### config.mk
export PLATFORM = sky130hd
export DESIGN_NAME = mini_core_fetch_q
export DESIGN_NICKNAME = d
export VERILOG_FILES = /design/src/rtl/mini_core_fetch_q.sv
export SDC_FILE = /design/constraint.sdc
export NUM_CORES = 1
export LEC_CHECK = 0
export BUFFER_PORTS_ARGS = -buffer_cell sky130_fd_sc_hd__buf_2
export CAP_MARGIN = 20
export CORE_MARGIN = 5
export CORE_UTILIZATION = 49
export DETAILED_ROUTE_END_ITERATION = 6
export GPL_TIMING_DRIVEN = 0
export PLACE_DENSITY = 0.7
export SYNTH_ARGS = -nofsm -noshare
export SYNTH_HDL_FRONTEND = slang
export SYNTH_SLANG_ARGS = --single-unit
export TNS_END_PERCENT = 30
### constraint.sdc
create_clock -name Clock -period 5.3 [get_ports Clock]
set_input_delay 1.06 -clock Clock [delete_from_list [all_inputs] [get_ports Clock]]
set_output_delay 1.06 -clock Clock [all_outputs]
set_load 0.02 [all_outputs]
### src/rtl/mini_core_fetch_q.sv
// -----------------------------------------------------------------------------
// mini_core_fetch_q
//
// Instruction fetch queue between the IF stage and decode. Each {PC, inst}
// response from instruction memory (Q101H) is pushed into a small circular
// FIFO and presented to decode through a valid/ready handshake. A credit
// scheme (queue occupancy plus the one possible in-flight fetch) drives a
// registered-state-only fetch-ready back to IF, so a response always has a
// slot waiting for it. A Q102H redirect empties the queue and squashes the
// fetch in flight.
//
// Ports
//   Clock            in   clock, all state on rising edge
//   Rst              in   asynchronous reset, active low
//   FlushQ102H       in   redirect taken in Q102H
//   FetchReadyQ100H  out  IF may issue a fetch this cycle
//   FetchValidQ101H  in   memory response valid
//   PcQ101H          in   response PC
//   InstQ101H        in   response instruction
//   DecValidQ101H    out  queue head valid toward decode
//   DecPcQ101H       out  head PC
//   DecInstQ101H     out  head instruction
//   DecReadyQ101H    in   decode accepts the head this cycle
//   CountQ           out  occupancy (log2(DEPTH)+1 bits)
//   ErrQ             out  sticky protocol error, cleared only by reset
// -----------------------------------------------------------------------------
module mini_core_fetch_q #(
  parameter  int DEPTH = 4,
  localparam int AW    = $clog2(DEPTH),
  localparam int PW    = AW + 1
) (
  input  logic          Clock,
  input  logic          Rst,
  input  logic          FlushQ102H,
  output logic          FetchReadyQ100H,
  input  logic          FetchValidQ101H,
  input  logic [31:0]   PcQ101H,
  input  logic [31:0]   InstQ101H,
  output logic          DecValidQ101H,
  output logic [31:0]   DecPcQ101H,
  output logic [31:0]   DecInstQ101H,
  input  logic          DecReadyQ101H,
  output logic [PW-1:0] CountQ,
  output logic          ErrQ
);

  // Pointers carry one extra wrap bit so full (DEPTH) and empty (0) differ.
  logic [PW-1:0] wr_ptr_q, wr_ptr_d;
  logic [PW-1:0] rd_ptr_q, rd_ptr_d;
  logic          inflight_q, inflight_d;
  logic          flush_shadow_q;
  logic          err_q, err_d;
  logic [63:0]   mem_q [DEPTH];

  logic [PW-1:0] count;
  logic [PW:0]   credit_used;
  logic          full;
  logic          push_req;
  logic          push_ok;
  logic          pop;
  logic          resp_unexpected;

  assign count       = wr_ptr_q - rd_ptr_q;
  assign credit_used = {1'b0, count} + {{PW{1'b0}}, inflight_q};
  assign full        = (count == PW'(DEPTH));

  // Built only from registered state and reset: no path from decode-ready or
  // the memory response, which keeps IF timing independent of decode.
  assign FetchReadyQ100H = Rst & (credit_used < (PW + 1)'(DEPTH));

  assign push_req = FetchValidQ101H & inflight_q & ~FlushQ102H;
  // Credits make a push into a full queue impossible in correct operation;
  // if it ever happens the entry is refused rather than overwriting the head.
  assign push_ok  = push_req & ~full;
  assign pop      = DecValidQ101H & DecReadyQ101H & ~FlushQ102H;

  // A response without an outstanding fetch is an error, except the one
  // arriving the cycle after a flush: that is the squashed wrong-path fetch.
  assign resp_unexpected = FetchValidQ101H & ~inflight_q & ~flush_shadow_q;

  always_comb begin
    // NOTE: every signal written here gets a default first, so no path can
    // leave it unassigned and infer a latch.
    wr_ptr_d   = wr_ptr_q;
    rd_ptr_d   = rd_ptr_q;
    inflight_d = FetchReadyQ100H & ~FlushQ102H;
    err_d      = err_q | resp_unexpected | (push_req & full);
    if (FlushQ102H) begin
      wr_ptr_d = '0;
      rd_ptr_d = '0;
    end else begin
      if (push_ok) wr_ptr_d = wr_ptr_q + 1'b1;
      if (pop)     rd_ptr_d = rd_ptr_q + 1'b1;
    end
  end

  // NOTE: state registers use non-blocking assignments so every flop samples
  // the pre-edge values regardless of statement order.
  always_ff @(posedge Clock or negedge Rst) begin
    if (!Rst) begin
      wr_ptr_q       <= '0;
      rd_ptr_q       <= '0;
      inflight_q     <= 1'b0;
      flush_shadow_q <= 1'b0;
      err_q          <= 1'b0;
    end else begin
      wr_ptr_q       <= wr_ptr_d;
      rd_ptr_q       <= rd_ptr_d;
      inflight_q     <= inflight_d;
      flush_shadow_q <= FlushQ102H;
      err_q          <= err_d;
    end
  end

  // NOTE: the storage array has no reset; entries are only read while the
  // pointers say they hold valid data, so resetting them buys nothing.
  always_ff @(posedge Clock) begin
    if (push_ok) mem_q[wr_ptr_q[AW-1:0]] <= {PcQ101H, InstQ101H};
  end

  assign DecValidQ101H = (count != '0);
  assign DecPcQ101H    = mem_q[rd_ptr_q[AW-1:0]][63:32];
  assign DecInstQ101H  = mem_q[rd_ptr_q[AW-1:0]][31:0];
  assign CountQ        = count;
  assign ErrQ          = err_q;

endmodule

==> results.txt <==
The run finished with clean final reports. The share of Yosys cell area claimed by the top area cell type came out at 0.783. The worst hold margin came out at 0.403 ns.

The met1 capacity usage during global routing is 0.200. The number of synthesized flops with an enable pin came out at 256. The area overhead of the layout relative to synthesis is 20.5%. The initial utilization of the core area, before any placement, comes to 0.501. In this run the tightest slew margin relative to its limit is 0.551.

The worst setup path is of the reg2out kind. The number of global-route vias before repair came out at 5026. The via total after detailed routing is around 4600. The highest clock frequency the design can meet is 288 MHz. The number of antenna diodes in the final layout is 0. After synthesis the cells add up to 9820 um2.

The total of flip-flops plus latches after synthesis came out at between 200 and 300. Setup repair after global routing left no endpoint under its margin. The insertion delay of the later-clocked pin in the worst-skew pair came out at ~0.52 ns. The DRC violation total after the first TritonRoute iteration came out at slightly below 300. The top cell type by total area after synthesis is sky130_fd_sc_hd__edfxtp_1.

The setup TNS is 0 ns. The number of unique standard cell types used by synthesis is 31. Data on the critical path arrives at its endpoint at 2.41 ns. The final layout net count came out at roughly 640. The height of the chip is 152 um.

The overall power after layout is 5.23 mW. At the pin with the least slew margin, the transition time is ~0.67 ns. The worst-case clock buffer depth came out at 3. The number of instances in the synthesized netlist came out at 391. The reported leakage power came out at 4.02 nW. The antenna violation net count after detailed routing is 0. The ratio of total power to cell area is around 440 nW/um2. Buffers added to address setup during post-CTS repair amount to 0.

The tool flagged a number of max-cap violations equal to 0. The placement-stage worst setup slack came out at 2.30 ns. The standard cell core area is 19600 um2. By area the synthesized netlist is led by sky130_fd_sc_hd__edfxtp_1 (78%), sky130_fd_sc_hd__mux4_2 (15%), sky130_fd_sc_hd__dfrtp_1 (2.3%). The final hold violation count is 0. By count the netlist is led by sky130_fd_sc_hd__edfxtp_1 (256), sky130_fd_sc_hd__mux4_2 (64), sky130_fd_sc_hd__dfrtp_1 (9), sky130_fd_sc_hd__ha_1 (6), sky130_fd_sc_hd__inv_1 (6). The clock skew is 0.00707 ns. The core occupancy in the finished layout is 0.604. For this run, the detailed router's first-pass iteration total came to 4. The final non-filler cell area came out at 11800 um2. The number of buffers inserted during clock tree synthesis is 27. The depth of the worst register-to-register path is 7. The via density per instance is about 5.5. The highest cell delay on the worst timing path is 0.56 ns. The number of ports placed on the die boundary is 139.

The pin count of the biggest net entering global routing is 36. The total buffers and inverters traversed by the critical path came out at 3. The number of H-tree levels came out at 1. For met3 alone, demand over resource in global routing was 0.0553. The total die area came out at 23000 um2.

The cell sitting at the root of the clock tree is a sky130_fd_sc_hd__clkbuf_16. The critical path goes through buf_2 -> buf_2 -> mux4_2 -> buf_2. The path class of the tightest hold or removal check is in2async. The final instance count without filler cells is ~850. STA classifies the critical path endpoint as a primary output.

The clock transition at the register clock pins on the worst setup and hold paths after CTS is about 0.06 ns. The fraction of registers with async set/reset is 0.0340. The dominant synthesized flop cell is sky130_fd_sc_hd__edfxtp_1. The final critical-path share of the clock period came out at 0.656. The layout cell share with drive strength beyond 1 is 0.453. Yosys instantiated no cell more often than sky130_fd_sc_hd__edfxtp_1. Counting stages on the worst path, the most repeated cell is sky130_fd_sc_hd__buf_2. The total DRC errors in the routed layout is 0. When the netlist entered floorplanning its net count stood at about 470. The final weighted congestion in routability-driven placement came out at 0.722. The site row count came out at 51. The total length of routed wires is 18000 um.

The largest fanout on the critical path came out at 10. The met2 routing resource usage after global routing is 0.268. The detailed-route wire length per cell came out at between 20 and 25 um. The path length in cells of the critical path is 4. The number of hold buffers added after cts came out at 0.

The maximum vdd drop came out at about 0.36 mV. In the post-route analysis, the smallest setup slack over all paths is between 1.5 and 2 ns. The kind of start point of the critical path is a flop.

The startpoint identified for the worst register-to-register timing path is wr_ptr_q[0]. The placed instances occupy a cell area of 10900 um2. The post-placement cell count is around 800. For the worst setup path, the data required time is 4.24 ns.

The global-route wire length before repair came out at between 20000 and 30000 um. The number of buffer cells added on primary ports came out at approximately 140. The largest individual stage delay along the critical path comes from the cell sky130_fd_sc_hd__mux4_2. After synthesis, the mean cell area works out to 25.1 um2.

The initial antenna violation count is 3. The final count of pins violating max slew is 0. The endpoint identified for the worst register-to-register timing path is mem_q[2][27]. CTS saw 265 sinks. The layout filler cell count came out at 1413. The total setup violations reported at the end of the flow came out at 0.

The global route total overflow is 0. The most heavily used metal layer in global routing is met2. In the final layout, the multi-input gates occupy 1820 um2. The total global routing track utilization came out at 0.158. Broken down by cell family, the worst path's largest delay share belongs to buffers and inverters. The post-detailed-placement half-perimeter wirelength is about 11000 um.

TritonCTS built the clock tree. Setup slack on the worst reg-to-reg path comes out at ~2.5 ns. Gates resized during post-CTS repair numbered 0. The area taken by flip-flops and latches came out at between 7000 and 8000 um2. The proportion of synthesized chip area in sequential cells is 0.806. The horizontal die dimension came out at between 150 and 200 um. The number of warnings reported in the yosys synthesis log is 0. The time the final worst path needs with I/O delays and setup is 3.47 ns.
## final cells by class
type                       count  area share
timing repair buffer         142      0.0651
tap                          265      0.0280
clock inverter                19      0.0177
inverter                       6     0.00190
buffer                        15     0.00624
sequential                   265       0.669
clock buffer                  31      0.0584
multi-input combinational    105       0.154
## kinds of logic after synthesis
family	Yosys count	synth area share
AOI/OAI and AO/OA	7	0.00739
xor gates and xnor gates	1	0.00242
and+or+nand+nor	21	0.0121
adders and majority gates	7	0.00969
muxes	69	0.153
DFF	265	0.806
buffers and inverters	21	0.00981
## placed cells by master (no fill, tap or decap), types with 4 or more instances in the layout
cell type / instances
sky130_fd_sc_hd__edfxtp_1: 256
sky130_fd_sc_hd__ha_1: 6
sky130_fd_sc_hd__dfrtp_1: 9
sky130_fd_sc_hd__mux4_2: 64
sky130_fd_sc_hd__nor2_1: 5
sky130_fd_sc_hd__inv_1: 6
sky130_fd_sc_hd__clkinv_2: 4
sky130_fd_sc_hd__clkbuf_16: 27
sky130_fd_sc_hd__bufinv_16: 4
sky130_fd_sc_hd__clkinv_1: 5
sky130_fd_sc_hd__clkbuf_1: 8
sky130_fd_sc_hd__buf_2: 143
sky130_fd_sc_hd__buf_12: 4
## worst register-to-register path, stage by stage, from the launching register on
cell,delay (ns)
sky130_fd_sc_hd__dfrtp_1,0.43
sky130_fd_sc_hd__inv_1,0.12
sky130_fd_sc_hd__ha_1,0.22
sky130_fd_sc_hd__fa_1,0.37
sky130_fd_sc_hd__xnor3_2,0.35
sky130_fd_sc_hd__o21a_4,0.20
sky130_fd_sc_hd__and2_4,0.49
sky130_fd_sc_hd__buf_12,0.30
## where the power goes
part           internal, mW  switching [mW]
Sequential             2.34          0.0163
Clock                  1.13           0.753
Combinational         0.408           0.574
## how the worst max path moves through the flow
stage	slack (ns)	end	startpoint
after global placement	0.57	mem_q[2][38]	FlushQ102H
after detailed placement	2.30	DecPcQ101H[24]	rd_ptr_q[0]
after global routing	1.65	DecPcQ101H[24]	rd_ptr_q[0]
final	1.83	DecPcQ101H[24]	rd_ptr_q[0]
after floorplan	1.84	mem_q[0][0]	wr_ptr_q[0]
after CTS	1.73	DecPcQ101H[24]	rd_ptr_q[0]
## layer usage
layer	vias to the layer above	wire [um]
met3	44	1550
li1	2006	-
met4	6	394
met5	-	39
met2	152	8880
met1	2419	7100
## registers in the layout (all words and copies together) (netlist names)
register	flops
ErrQ	1
flush_shadow_q	1
inflight_q	1
mem_q	256
rd_ptr_q	3
wr_ptr_q	3
Note: power is estimated with default switching activity, not from simulation.
